File: src/rtl/unpack_10x_11byte_if.sv
// Byte-stream and frame/error bus between the 8b/10b decoder and the 88-bit word consumer.
interface unpack_10x_11byte_if #(
  parameter int NUM_BYTES = 11
);
  logic                   valid_in;
  logic                   k_in;
  logic [7:0]             data_in;
  logic                   valid_out;
  logic [8*NUM_BYTES-1:0] data_out;
  logic                   err_short;
  logic                   err_long;
  logic                   err_kchar;

  modport master (
    output valid_in, k_in, data_in,
    input  valid_out, data_out, err_short, err_long, err_kchar
  );

  modport slave (
    input  valid_in, k_in, data_in,
    output valid_out, data_out, err_short, err_long, err_kchar
  );
endinterface

File: src/rtl/unpack_10x_11byte.sv
// Deframer: K-delimited 11-byte frames into 88-bit words, with runt/overrun/bad-K flags.
// Optional saturating error counter enabled by UNPACK_ERR_CNT_EN.
//
// state   | meaning
// --------+------------------------------------------------------------
// HUNT    | after reset, waiting for the first K; data bytes ignored
// IDLE    | between frames; K bytes are idle fill
// COLLECT | storing data bytes 1..10 of a frame
// END     | 11 bytes taken; the next byte must be K
// DISCARD | overrun seen; dropping data until the next K
module unpack_10x_11byte #(
  parameter logic [7:0] K_CHAR    = 8'hBC,
  parameter int         NUM_BYTES = 11
) (
  input  logic                 clk,
  input  logic                 rst,
  unpack_10x_11byte_if.slave   bus
`ifdef UNPACK_ERR_CNT_EN
  ,
  input  logic                 err_cnt_clr,
  output logic [15:0]          err_cnt
`endif
);

  typedef enum logic [2:0] {
    ST_HUNT,
    ST_IDLE,
    ST_COLLECT,
    ST_END,
    ST_DISCARD
  } state_t;

  localparam logic [3:0] LAST_IDX = 4'(NUM_BYTES - 1);

  state_t                     state;
  logic [3:0]                 byte_cnt;
  logic [8*(NUM_BYTES-1)-1:0] asm_q;
  logic [8*NUM_BYTES-1:0]     data_out_q;
  logic                       valid_q;
  logic                       err_short_q;
  logic                       err_long_q;
  logic                       err_kchar_q;
  logic                       k_byte;
  logic                       d_byte;

  assign k_byte = bus.valid_in & bus.k_in;
  assign d_byte = bus.valid_in & ~bus.k_in;

  always_ff @(posedge clk or posedge rst) begin
    if (rst) begin
      state       <= ST_HUNT;
      byte_cnt    <= '0;
      asm_q       <= '0;
      data_out_q  <= '0;
      valid_q     <= 1'b0;
      err_short_q <= 1'b0;
      err_long_q  <= 1'b0;
      err_kchar_q <= 1'b0;
    end else begin
      valid_q     <= 1'b0;
      err_short_q <= 1'b0;
      err_long_q  <= 1'b0;
      err_kchar_q <= k_byte && (bus.data_in != K_CHAR);
      case (state)
        ST_HUNT: begin
          if (k_byte) state <= ST_IDLE;
        end
        ST_IDLE: begin
          if (d_byte) begin
            asm_q[7:0] <= bus.data_in;
            byte_cnt   <= 4'd1;
            state      <= ST_COLLECT;
          end
        end
        ST_COLLECT: begin
          if (k_byte) begin
            // Runt: the K closes the broken frame and also opens the next one.
            err_short_q <= 1'b1;
            byte_cnt    <= '0;
            state       <= ST_IDLE;
          end else if (d_byte) begin
            if (byte_cnt == LAST_IDX) begin
              data_out_q <= {bus.data_in, asm_q};
              valid_q    <= 1'b1;
              byte_cnt   <= '0;
              state      <= ST_END;
            end else begin
              for (int i = 1; i < NUM_BYTES - 1; i++) begin
                if (byte_cnt == 4'(i)) asm_q[8*i +: 8] <= bus.data_in;
              end
              byte_cnt <= byte_cnt + 4'd1;
            end
          end
        end
        ST_END: begin
          if (k_byte) begin
            state <= ST_IDLE;
          end else if (d_byte) begin
            err_long_q <= 1'b1;
            state      <= ST_DISCARD;
          end
        end
        ST_DISCARD: begin
          if (k_byte) state <= ST_IDLE;
        end
        default: state <= ST_HUNT;
      endcase
    end
  end

  assign bus.valid_out = valid_q;
  assign bus.data_out  = data_out_q;
  assign bus.err_short = err_short_q;
  assign bus.err_long  = err_long_q;
  assign bus.err_kchar = err_kchar_q;

`ifdef UNPACK_ERR_CNT_EN
  logic [1:0]  ev_num;
  logic [16:0] cnt_sum;
  logic [15:0] err_cnt_q;

  // Counts the registered pulses, so runt + bad-K in one cycle adds two.
  assign ev_num  = 2'(err_short_q) + 2'(err_long_q) + 2'(err_kchar_q);
  assign cnt_sum = {1'b0, err_cnt_q} + {15'b0, ev_num};

  always_ff @(posedge clk or posedge rst) begin
    if (rst) begin
      err_cnt_q <= '0;
    end else if (err_cnt_clr) begin
      err_cnt_q <= {14'b0, ev_num};
    end else if (cnt_sum[16]) begin
      err_cnt_q <= 16'hFFFF;
    end else begin
      err_cnt_q <= cnt_sum[15:0];
    end
  end

  assign err_cnt = err_cnt_q;
`endif

endmodule

File: src/flat_wrapper.sv
// flat-port wrapper written by rule: the top's interface ports become plain ports
module unpack_10x_11byte_flat 
#(
  parameter logic [7:0] K_CHAR    = 8'hBC,
  parameter int         NUM_BYTES = 11
)
  (clk, rst, bus_valid_in, bus_k_in, bus_data_in, bus_valid_out, bus_data_out, bus_err_short, bus_err_long, bus_err_kchar);
  unpack_10x_11byte_if #(.NUM_BYTES(NUM_BYTES)) bus_i ();
  input  logic clk;
  input  logic rst;
  input wire logic [$bits(bus_i.valid_in)-1:0] bus_valid_in;
  input wire logic [$bits(bus_i.k_in)-1:0] bus_k_in;
  input wire logic [$bits(bus_i.data_in)-1:0] bus_data_in;
  output wire logic [$bits(bus_i.valid_out)-1:0] bus_valid_out;
  output wire logic [$bits(bus_i.data_out)-1:0] bus_data_out;
  output wire logic [$bits(bus_i.err_short)-1:0] bus_err_short;
  output wire logic [$bits(bus_i.err_long)-1:0] bus_err_long;
  output wire logic [$bits(bus_i.err_kchar)-1:0] bus_err_kchar;
  assign bus_i.valid_in = bus_valid_in;
  assign bus_i.k_in = bus_k_in;
  assign bus_i.data_in = bus_data_in;
  assign bus_valid_out = bus_i.valid_out;
  assign bus_data_out = bus_i.data_out;
  assign bus_err_short = bus_i.err_short;
  assign bus_err_long = bus_i.err_long;
  assign bus_err_kchar = bus_i.err_kchar;
  unpack_10x_11byte #(.K_CHAR(K_CHAR), .NUM_BYTES(NUM_BYTES)) u_core (.clk(clk), .rst(rst), .bus(bus_i));
endmodule
File: config.mk
export PLATFORM = sky130hd
export DESIGN_NAME = unpack_10x_11byte_flat
export DESIGN_NICKNAME = d
export VERILOG_FILES = /design/src/rtl/unpack_10x_11byte_if.sv /design/src/rtl/unpack_10x_11byte.sv /design/src/flat_wrapper.sv
export SDC_FILE = /design/constraint.sdc
export NUM_CORES = 1
export LEC_CHECK = 0
export CAP_MARGIN = 20
export CORE_ASPECT_RATIO = 0.75
export CORE_MARGIN = 4
export CORE_UTILIZATION = 58
export DETAILED_ROUTE_END_ITERATION = 12
export GPL_TIMING_DRIVEN = 0
export MAX_ROUTING_LAYER = met4
export PLACE_DENSITY = 0.94
export SYNTH_ARGS = -nofsm -noshare
export SYNTH_HDL_FRONTEND = slang
export SYNTH_SLANG_ARGS = --single-unit
File: constraint.sdc
create_clock -name clk -period 18.5 [get_ports clk]
set_clock_uncertainty 0.15 [all_clocks]
set_input_delay 4.625 -clock clk [delete_from_list [all_inputs] [get_ports clk]]
set_output_delay 4.625 -clock clk [all_outputs]
set_load 0.03 [all_outputs]
==> run metrics <==
Crit path max-delay family=simple AND/OR/NAND/NOR gates; Arr. time, crit path=7.10 ns; vias in the first global route=4386; unrepaired setup endpoints after global routing=false; Critical-path top delay cell=clkdlybuf4s50_1; reg2reg path depth=6; final net count=568; count of cell types in the netlist=34; clk root buf=clkbuf_16; Critical Path Source Type=primary input; Seq/Total Area, Yosys=0.653; HPWL after DPL=9.84 mm; 1st-iter DRT viols=254; gpl congestion=0.791; power after layout=0.000848 W; Antenna Cells=0; Hold Path Origin=u_core.asm_q[41]; Synth Cell Area=0.00686 mm²; Total Routed Length=15.0 mm; PortBufs=103; hold endpoint=u_core.bus.data_out[41]; H-tree Lvls=4; I/O pins=104; critical path endpoint category=flop; Reg-to-Reg End=u_core.asm_q[17]; clock latency on the worst-skew pair=0.43 ns; FMAX=144 MHz; CP max FO=8; die area=0.0136 mm²; flops & latches, synth=179; slew margin rel.=0.428; Die Height=102 µm; maxcap violations=0; area growth from synthesis to layout=27.0%; Die X=134 µm; CTS sink count=179; global-route wire length before repair=24.0 mm; Final Hold Viols=0; register-to-register path setup slack=15.76 ns; largest net degree at the start of global routing=108; routed vias/inst=5.46; DR vias=3992; core area=0.0116 mm²; Final ANT Viol Nets=0; CTS tree=built; TNS Setup=0 ns; Syn Nets=445; wire length per cell=20.6 µm; final setup violation count=0; worst-margin pin slew=0.858 ns; CP Buf/Inv Count=2; critical path's largest stage delay=0.55 ns; Slew Viols, Final=0; Min-Delay Path Class=flop to flop; leakage=4.25 nW; fin crit period=6.95 ns; Hold Path Stages=1; Crit path required time=18.66 ns; maximum VDD drop=0.0668 mV; all-layer global routing usage=0.241; total gr overflow=0; Num CTS Buffers=17; status=finished clean; row cnt=34; cts hold-fix bufs=0; Longest Clk Path Bufs=2; cts repair resizes=0; Syn Inst Count=433; post-CTS setup repair buffer count=0; pwr dens=97.3 mW/mm²; yosys warns=0; clk slew on worst S/H paths=0.07 ns; R2R Path Start=u_core.state[1]; WS Path Type=primary input to flop; CP cell instances=clkdlybuf4s50_1, or3b_4, or4_1, buf_2, nor3b_4, mux2_2; fraction of layout cells with a size suffix above 1=0.376; initial antenna violation count=0; Syn Area/Cell=15.8 µm²; Starting Density=0.593; final period utilization=0.376; first drt pass iteration count=4; # DRC=0
## cell type report
class,instances,area [µm²]
clock buffers,18,429
inverters,4,22.5
well taps,162,203
clock inverters,14,156
multi-input cells,225,2260
plain buffers,25,105
repair buffers,104,1060
flip-flops and latches,179,4480
fillers,696,2860
## routing by layer
metal | track usage | wire length [µm]
met4 | 0.0656 | 210
met2 | 0.378 | 7140
met3 | 0.0817 | 956
met1 | 0.307 | 6710
met5 | - | 0
## worst max-delay path by stage
stage / from / to / slack [ns] / cells after the start
finish: bus_valid_in / u_core.asm_q[17] / 11.55 / 6
global route: bus_valid_in / u_core.asm_q[23] / 11.50 / 6
CTS: bus_valid_in / u_core.asm_q[17] / 11.55 / 6
detailed placement: bus_valid_in / u_core.asm_q[23] / 11.16 / 6
global placement: rst / u_core.bus.data_out[74] / 7.11 / 2
floorplan: rst / u_core.asm_q[0] / 8.87 / 1
## Yosys cell counts
cell type  instances  area share
a41oi_1            1      0.0013
nor3b_4            1      0.0027
or3_1              1     0.00091
o31ai_1            2      0.0022
o21ai_0            5      0.0036
nor4b_2            1      0.0022
nand2b_1           3      0.0027
nand2_1            9      0.0049
or3b_4             1      0.0016
or4_1              1      0.0011
clkbuf_1          21       0.011
nand4bb_1          1      0.0016
nor4_1             1     0.00091
nor4b_1            1      0.0013
mux2_2           169        0.28
a31o_2             1      0.0013
and4b_1            1      0.0015
nor3_1             1     0.00073
a211o_1            1      0.0013
nor2b_1            2      0.0018
or3b_2             2      0.0026
dfrtp_1          179        0.65
a22oi_1            1      0.0011
and3_1             1     0.00091
a21oi_1            3      0.0022
buf_6              1      0.0016
inv_1              4      0.0022
nor2_2             2      0.0018
mux2i_1            1      0.0015
nor3b_1            1      0.0011
nand3_1            2      0.0015
nor2_1             8      0.0044
and4_1             1      0.0013
buf_2              3      0.0022
## cells by family after synthesis
group / share of synthesized area
buffers and inverters: 0.0175
and+or+nand+nor: 0.0376
AOI/OAI and AO/OA: 0.0130
DFF: 0.653
muxes: 0.279
## report_power, final
part | switching [W] | leakage [nW] | total, W | internal [W]
sequential | 0.0000120 | 2.45 | 0.000427 | 0.000415
clock | 0.000156 | 0.279 | 0.000357 | 0.000201
combinational | 0.0000351 | 1.52 | 0.0000640 | 0.0000289
## placed cells by master (no fill, tap or decap), types with 2 or more instances in the layout
cell | netlist | routed
a21oi_1 | 3 | 3
buf_2 | 3 | 3
bufinv_16 | 0 | 2
clkbuf_1 | 21 | 22
clkbuf_16 | 0 | 17
clkdlybuf4s50_1 | 0 | 103
clkinv_2 | 0 | 2
clkinv_4 | 0 | 4
clkinvlp_4 | 0 | 3
dfrtp_1 | 179 | 179
inv_1 | 4 | 3
inv_6 | 0 | 2
inv_8 | 0 | 2
mux2_2 | 169 | 169
nand2_1 | 9 | 9
nand2b_1 | 3 | 3
nand3_1 | 2 | 2
nor2_1 | 8 | 8
nor2_2 | 2 | 2
nor2b_1 | 2 | 2
o21ai_0 | 5 | 5
o31ai_1 | 2 | 2
or3b_2 | 2 | 2
## metrics by stage
stage | cells | worst slack, ns | area [µm²] | hold WS [ns] | utilization
final | 731 | 11.55 | 8710 | 0.346 | 0.753
after global routing | 731 | 11.50 | 8710 | 0.361 | 0.753
after CTS | 731 | 11.55 | 8710 | 0.351 | 0.753
after detailed placement | 699 | 11.16 | 8130 | 0.342 | 0.702
after global placement | 698 | 7.11 | 8090 | 0.332 | 0.699
after floorplan | 433 | 8.87 | 6860 | 0.325 | -
## flip-flops by register name, indices dropped and copies added (netlist names)
| name | count |
|---|---|
| u_core.bus.data_out | 88 |
| u_core.asm_q | 80 |
| u_core.byte_cnt | 4 |
| u_core.state | 3 |
| u_core.bus.err_kchar | 1 |
| u_core.bus.err_long | 1 |
| u_core.bus.err_short | 1 |
| u_core.bus.valid_out | 1 |
(Power assumes the default switching activity.)
